## config.mk

```make
export PLATFORM = sky130hd
export DESIGN_NAME = crc_frame_serializer
export DESIGN_NICKNAME = d
export VERILOG_FILES = /design/src/rtl/crc_frame_serializer_pkg.sv /design/src/rtl/crc_frame_serializer_lfsr.sv /design/src/rtl/crc_frame_serializer.sv
export SDC_FILE = /design/constraint.sdc
export NUM_CORES = 1
export LEC_CHECK = 0
export CELL_PAD_IN_SITES_DETAIL_PLACEMENT = 0
export CELL_PAD_IN_SITES_GLOBAL_PLACEMENT = 1
export CORE_ASPECT_RATIO = 0.9
export CORE_UTILIZATION = 50
export CTS_CLUSTER_DIAMETER = 60
export DETAILED_ROUTE_END_ITERATION = 16
export PLACE_DENSITY = 0.9
export SLEW_MARGIN = 15
export SYNTH_ARGS = -nofsm -noshare
export SYNTH_HDL_FRONTEND = slang
export SYNTH_HIERARCHICAL = 1
export SYNTH_SLANG_ARGS = --single-unit
```

## constraint.sdc

```tcl
create_clock -name clk -period 2.6 [get_ports clk]
set_input_delay 0.26 -clock clk [delete_from_list [all_inputs] [get_ports clk]]
set_output_delay 0.26 -clock clk [all_outputs]
set_load 0.02 [all_outputs]
```

## src/rtl/crc_frame_serializer_pkg.sv

```systemverilog
// Shared constants and FSM encoding for the CRC frame serializer.
// Polynomials are stored without their implicit top term.
package crc_frame_serializer_pkg;

    localparam logic [7:0]  CRC8_POLY  = 8'h07;
    localparam logic [7:0]  CRC8_INIT  = 8'h00;
    localparam logic [15:0] CRC16_POLY = 16'h1021;
    localparam logic [15:0] CRC16_INIT = 16'hFFFF;

    typedef enum logic [2:0] {
        ST_IDLE  = 3'd0,
        ST_START = 3'd1,
        ST_DATA  = 3'd2,
        ST_CRC   = 3'd3,
        ST_STOP  = 3'd4
    } state_t;

endpackage

```

## src/rtl/crc_frame_serializer_lfsr.sv

```systemverilog
// Bit-serial CRC-8 / CRC-16 register, MSB-first, no reflection, no final XOR.
// In CRC-8 mode only the low byte is active and the high byte stays zero.
module crc_serial_lfsr
    import crc_frame_serializer_pkg::*;
(
    input  logic        clk,
    input  logic        resetn,
    input  logic        init,
    input  logic        shift_en,
    input  logic        data_bit,
    input  logic        mode,
    output logic [15:0] crc
);

    logic [15:0] crc_reg;
    logic [15:0] crc_next;
    logic        fb;

    always_comb begin
        crc_next = crc_reg;
        fb       = 1'b0;
        if (init) begin
            crc_next = mode ? CRC16_INIT : {8'h00, CRC8_INIT};
        end else if (shift_en) begin
            if (mode) begin
                fb       = data_bit ^ crc_reg[15];
                crc_next = {crc_reg[14:0], 1'b0} ^ (fb ? CRC16_POLY : 16'h0000);
            end else begin
                fb       = data_bit ^ crc_reg[7];
                crc_next = {8'h00, crc_reg[6:0], 1'b0} ^ {8'h00, (fb ? CRC8_POLY : 8'h00)};
            end
        end
    end

    always_ff @(posedge clk) begin
        if (!resetn) begin
            crc_reg <= 16'h0000;
        end else begin
            crc_reg <= crc_next;
        end
    end

    assign crc = crc_reg;

endmodule

```

## src/rtl/crc_frame_serializer.sv

```systemverilog
// FIFO-fed serializer: each entry becomes START, payload MSB-first, CRC trailer, STOP.
// The CRC register is frozen while its bits are shifted out.
module crc_frame_serializer
    import crc_frame_serializer_pkg::*;
#(
    parameter int WIDTH = 32,
    parameter int DEPTH = 4
) (
    input  logic                     clk,
    input  logic                     resetn,
    input  logic                     wr_en,
    input  logic [WIDTH-1:0]         payload,
    input  logic                     mode,
    output logic                     packet,
    output logic                     busy,
    output logic                     serial_done_tick,
    output logic                     full,
    output logic                     empty,
    output logic [$clog2(DEPTH):0]   level,
    output logic                     overflow
);

    localparam int AW = $clog2(DEPTH);
    localparam int CW = $clog2(WIDTH + 16);
    localparam logic [AW-1:0] PTR_ONE   = 1;
    localparam logic [AW:0]   LVL_ONE   = 1;
    localparam logic [AW:0]   LVL_FULL  = (AW+1)'(DEPTH);
    localparam logic [CW-1:0] CNT_ONE   = 1;
    localparam logic [CW-1:0] DATA_LAST = CW'(WIDTH - 1);

    // Each entry carries its own mode in the top bit.
    logic [WIDTH:0]  mem [DEPTH];
    logic [WIDTH:0]  head;
    logic [AW-1:0]   wr_ptr_reg;
    logic [AW-1:0]   rd_ptr_reg;
    logic [AW:0]     level_reg;
    logic [AW:0]     level_next;
    logic            full_reg;
    logic            empty_reg;
    logic            overflow_reg;
    logic            push;
    logic            pop;

    state_t          state_reg;
    state_t          state_next;
    logic [WIDTH-1:0] shift_reg;
    logic            mode_reg;
    logic [CW-1:0]   cnt_reg;
    logic [CW-1:0]   crc_last;
    logic [3:0]      crc_idx;
    logic [15:0]     crc;

    assign head     = mem[rd_ptr_reg];
    assign push     = wr_en && !full_reg;
    assign crc_last = mode_reg ? CW'(15) : CW'(7);
    assign crc_idx  = (mode_reg ? 4'd15 : 4'd7) - cnt_reg[3:0];

    always_ff @(posedge clk) begin
        if (push) begin
            mem[wr_ptr_reg] <= {mode, payload};
        end
    end

    always_comb begin
        level_next = level_reg;
        if (push && !pop) begin
            level_next = level_reg + LVL_ONE;
        end else if (!push && pop) begin
            level_next = level_reg - LVL_ONE;
        end
    end

    always_ff @(posedge clk) begin
        if (!resetn) begin
            wr_ptr_reg   <= '0;
            rd_ptr_reg   <= '0;
            level_reg    <= '0;
            full_reg     <= 1'b0;
            empty_reg    <= 1'b1;
            overflow_reg <= 1'b0;
        end else begin
            if (push) wr_ptr_reg <= wr_ptr_reg + PTR_ONE;
            if (pop)  rd_ptr_reg <= rd_ptr_reg + PTR_ONE;
            level_reg <= level_next;
            full_reg  <= (level_next == LVL_FULL);
            empty_reg <= (level_next == '0);
            if (wr_en && full_reg) overflow_reg <= 1'b1;
        end
    end

    always_ff @(posedge clk) begin
        if (!resetn) begin
            state_reg <= ST_IDLE;
        end else begin
            state_reg <= state_next;
        end
    end

    always_comb begin
        state_next       = state_reg;
        pop              = 1'b0;
        packet           = 1'b1;
        busy             = 1'b0;
        serial_done_tick = 1'b0;
        case (state_reg)
            ST_IDLE: begin
                if (!empty_reg) begin
                    pop        = 1'b1;
                    state_next = ST_START;
                end
            end
            ST_START: begin
                packet     = 1'b0;
                busy       = 1'b1;
                state_next = ST_DATA;
            end
            ST_DATA: begin
                packet = shift_reg[WIDTH-1];
                busy   = 1'b1;
                if (cnt_reg == DATA_LAST) state_next = ST_CRC;
            end
            ST_CRC: begin
                packet = crc[crc_idx];
                busy   = 1'b1;
                if (cnt_reg == crc_last) state_next = ST_STOP;
            end
            ST_STOP: begin
                busy             = 1'b1;
                serial_done_tick = 1'b1;
                state_next       = ST_IDLE;
            end
            default: state_next = ST_IDLE;
        endcase
    end

    // The pop itself is the registered read of the FIFO head.
    always_ff @(posedge clk) begin
        if (!resetn) begin
            shift_reg <= '0;
            mode_reg  <= 1'b0;
            cnt_reg   <= '0;
        end else begin
            if (pop) begin
                shift_reg <= head[WIDTH-1:0];
                mode_reg  <= head[WIDTH];
            end else if (state_reg == ST_DATA) begin
                shift_reg <= {shift_reg[WIDTH-2:0], 1'b0};
            end
            if (state_next != state_reg) begin
                cnt_reg <= '0;
            end else if (state_reg == ST_DATA || state_reg == ST_CRC) begin
                cnt_reg <= cnt_reg + CNT_ONE;
            end
        end
    end

    crc_serial_lfsr u_lfsr (
        .clk      (clk),
        .resetn   (resetn),
        .init     (pop),
        .shift_en (state_reg == ST_DATA),
        .data_bit (shift_reg[WIDTH-1]),
        .mode     (pop ? head[WIDTH] : mode_reg),
        .crc      (crc)
    );

    assign full     = full_reg;
    assign empty    = empty_reg;
    assign level    = level_reg;
    assign overflow = overflow_reg;

endmodule

```

==> results.ini, run 1 <==
[status]
outcome = completed

[clock_network]
cts-htree-levels = 1
cts_tree = built
ctsLongestPathBuffers = 3
cts-root-buf = clkbuf_16
cts_made_buffers = 21
cts_num_sinks = 202
path_clk_slew_ns = 0.06
ctsResizeCount = 2
cts_setup_buffers = 0
hold_buffers = 0
clk_latency_ns = 0.50

[timing]
period_minus_slack_ns = 2.27
setup_viol = 0
timing.fmax_mhz = 440
maxSlewHeadroom_pct = 56.4
fin_setup_tns_ns = 0
worst_pin_slew_ns = 0.653
hold_viol = 0
rsz0062_at_grt = no
fin_skew_ns = 0.0219
final-max-slew-violation-count = 0
finalCritPeriodShare_pct = 87.5
final.setup.worst_slack_ns = 0.326

[cells_and_area]
largest_reg_flops = 132
final_common_cell = edfxtp_1
area_delta_synth_final_pct = 15.8
nNetsFinal = 624
num_antenna_cells = 0
n_fill_cell = 1198
layout-drive-gt1-share_pct = 15.3
layout_common_cells = edfxtp_1 (132), dfxtp_1 (68), clkdlybuf4s50_1 (43)

[floorplanning]
start_util_pct = 51.0
die_w_um = 137
core_um2 = 16100
io_pins = 45
die-area_um2 = 17000
die_h_um = 124
num_rows = 44

[setup_path]
startpoint_type = flop
arrival_ns = 2.01
rr_worst_depth = 7
r2r-start = state_reg[0]$_SDFF_PN0_
cp_slowest_cell = mux4_2
cp_max_fo = 7
path_class = reg2out
worstPathRequired_ns = 2.34
end_kind = primary output
worstReg2RegEnd = u_lfsr/crc[1]$_SDFFE_PN0P_
cp_cell_sequence = mux4_2 > mux2i_1 > o211ai_1 > a21boi_1 > o21bai_1 > clkbuf_2
cp-endpoint = packet
max_stage_delay_ns = 0.50
r2r_slack_ns = 0.47
critPathLaunch = cnt_reg[0]$_SDFFE_PP0P_

[power_and_ir_drop]
total_power_mw = 9.95
peakVddDrop_mv = 0.850
clkPwrFrac_pct = 28.4
swShare_pct = 29.5
comb_power_share_pct = 28.0
p_int_mw = 7.02
p_sw_mw = 2.93
power_leakage_nw = 3.54
power_density_nw_per_um2 = 1050
pwr-share-seq_pct = 43.6

[placement]
place_congestion = 0.792
dp_hpwl_um = 8250
pre_cts_slack_ns = 0.231
portBuffers = 44

[yosys]
ys_seq_area_share_pct = 65.2
synthCells = 539
async_flop_share_pct = 0
synth_nets = 582
synth_cell_type_count = 52
avgSynthCellArea_um2 = 15.3
ys.flop_type = edfxtp_1
syn_area_um2 = 8230
synth-seq-cells = 202
synth_edf_count = 132
ys_warn_count = 6

[drt]
antenna_left = 0
drc = 0
vias = 4514
wire_per_inst_um = 17.7
first_pass_iters = 5
drt_iter0_drc = 285
viasPerCell = 5.62
routed_wl_um = 14200

[grt]
grt_usage_pct = 17.8
grt_start_max_net_pins = 64
grt-ovfl-total = 0
grt_antenna_before_repair = 0
grt_pass1_vias = 4587
grt_pass1_wl_um = 23300

[hold_path]
min_path_type = in2reg

[run]
cap_violations = 0

power groups by stage:
stage          clock network (mW)  logic (mW)  registers (mW)
2_1_floorplan                   0        2.22            4.30
3_3_place_gp                    0        2.69            4.37
3_5_place_dp                    0        2.78            4.40
4_1_cts                      2.89        2.80            4.34
5_1_grt                      3.01        3.08            4.40
6_report                     2.83        2.78            4.34
cell type report:
| cell class | instances | area [um2] | area share, % |
|---|---|---|---|
| clock buffers | 29 | 586 | 6.15 |
| clock inverters | 9 | 72.6 | 0.762 |
| inverters | 9 | 33.8 | 0.355 |
| multi-input cells | 290 | 2660 | 27.9 |
| flip-flops and latches | 202 | 5370 | 56.4 |
| well taps | 207 | 259 | 2.72 |
| repair buffers | 57 | 546 | 5.73 |
how the worst min path moves through the flow:
stage | slack, ns | from | endpoint | depth (start not counted)
after floorplan | 0.36 | payload[0] | mem[0][0]$_DFFE_PP_ | 0
after global placement | 0.47 | overflow$_SDFFE_PN0P_ | overflow$_SDFFE_PN0P_ | 2
after detailed placement | 0.48 | overflow$_SDFFE_PN0P_ | overflow$_SDFFE_PN0P_ | 2
after CTS | 0.37 | payload[11] | mem[3][11]$_DFFE_PP_ | 1
after global routing | 0.39 | payload[30] | mem[1][30]$_DFFE_PP_ | 1
final | 0.40 | payload[6] | mem[2][6]$_DFFE_PP_ | 1
critical path, delay by kind of cell (launching register included):
family | cells | cell delay, ns
buffers and inverters | 1 | 0.16
AOI/OAI and AO/OA | 3 | 0.33
DFF | 1 | 0.40
muxes | 2 | 0.64
layer usage:
metal / wire (um) / up-vias / GRT usage (%)
met1: 6360 / 2258 / 23.4
met2: 6950 / 93 / 30.0
met5: 0 / - / 0
met3: 710 / 19 / 3.95
met4: 194 / 0 / 4.26
li1: - / 2144 / -
kinds of logic after synthesis:
kind of cell / share of synthesized area, %
muxes: 14.3
buffers and inverters: 2.56
AOI/OAI and AO/OA: 7.88
and+or+nand+nor: 7.50
DFF: 65.2
xor gates and xnor gates: 1.49
adders and majority gates: 1.06
stage by stage:
stage | hold WS [ns] | utilization [%] | std cells | cell area (um2)
3_3_place_gp | 0.472 | 55.0 | 765 | 8860
3_5_place_dp | 0.483 | 55.0 | 765 | 8860
5_1_grt | 0.393 | 59.0 | 803 | 9520
6_report | 0.396 | 59.0 | 803 | 9520
4_1_cts | 0.374 | 59.0 | 803 | 9520
2_1_floorplan | 0.359 | - | 539 | 8230
Yosys cell counts, types with 3 or more instances:
cell type / count / area [um2]
xor2_1: 7 / 61.3
and2_1: 12 / 75.1
and3b_1: 3 / 26.3
mux2i_1: 33 / 330
o211a_1: 31 / 310
inv_1: 9 / 33.8
nand2_1: 40 / 150
nor2_1: 28 / 105
a21oi_1: 4 / 20.0
a211oi_1: 4 / 30.0
a22oi_1: 11 / 82.6
nand4_1: 4 / 25.0
buf_2: 9 / 45.0
nand3_1: 6 / 30.0
nor2b_1: 10 / 62.6
mux4_2: 37 / 833
xnor2_1: 7 / 61.3
clkbuf_1: 22 / 82.6
a21o_1: 8 / 60.1
buf_1: 3 / 11.3
nand2b_1: 3 / 18.8
nor3b_1: 3 / 22.5
ha_1: 7 / 87.6
edfxtp_1: 132 / 3960
dfxtp_1: 70 / 1400
Power figures use the tool's default switching activity.
==> inputs of run 2 (changes only) <==
--- a/config.mk
+++ b/config.mk
@@ -5,6 +5,8 @@
 export SDC_FILE = /design/constraint.sdc
 export NUM_CORES = 1
 export LEC_CHECK = 0
+export ABC_CLOCK_PERIOD_IN_PS = 2600
+export CAP_MARGIN = 30
 export CELL_PAD_IN_SITES_DETAIL_PLACEMENT = 0
 export CELL_PAD_IN_SITES_GLOBAL_PLACEMENT = 1
 export CORE_ASPECT_RATIO = 0.9
==> results of run 2 <==
Same layout as run 1: the final DEF is identical, and so are final timing and power.
==> inputs of run 3 (changes only) <==
--- a/config.mk
+++ b/config.mk
@@ -11,7 +11,7 @@
 export CELL_PAD_IN_SITES_GLOBAL_PLACEMENT = 1
 export CORE_ASPECT_RATIO = 0.9
 export CORE_UTILIZATION = 50
-export CTS_CLUSTER_DIAMETER = 60
+export CTS_CLUSTER_DIAMETER = 100
 export DETAILED_ROUTE_END_ITERATION = 16
 export PLACE_DENSITY = 0.9
 export SLEW_MARGIN = 15
==> results of run 3 <==
Same layout as run 1: the final DEF is identical, and so are final timing and power.
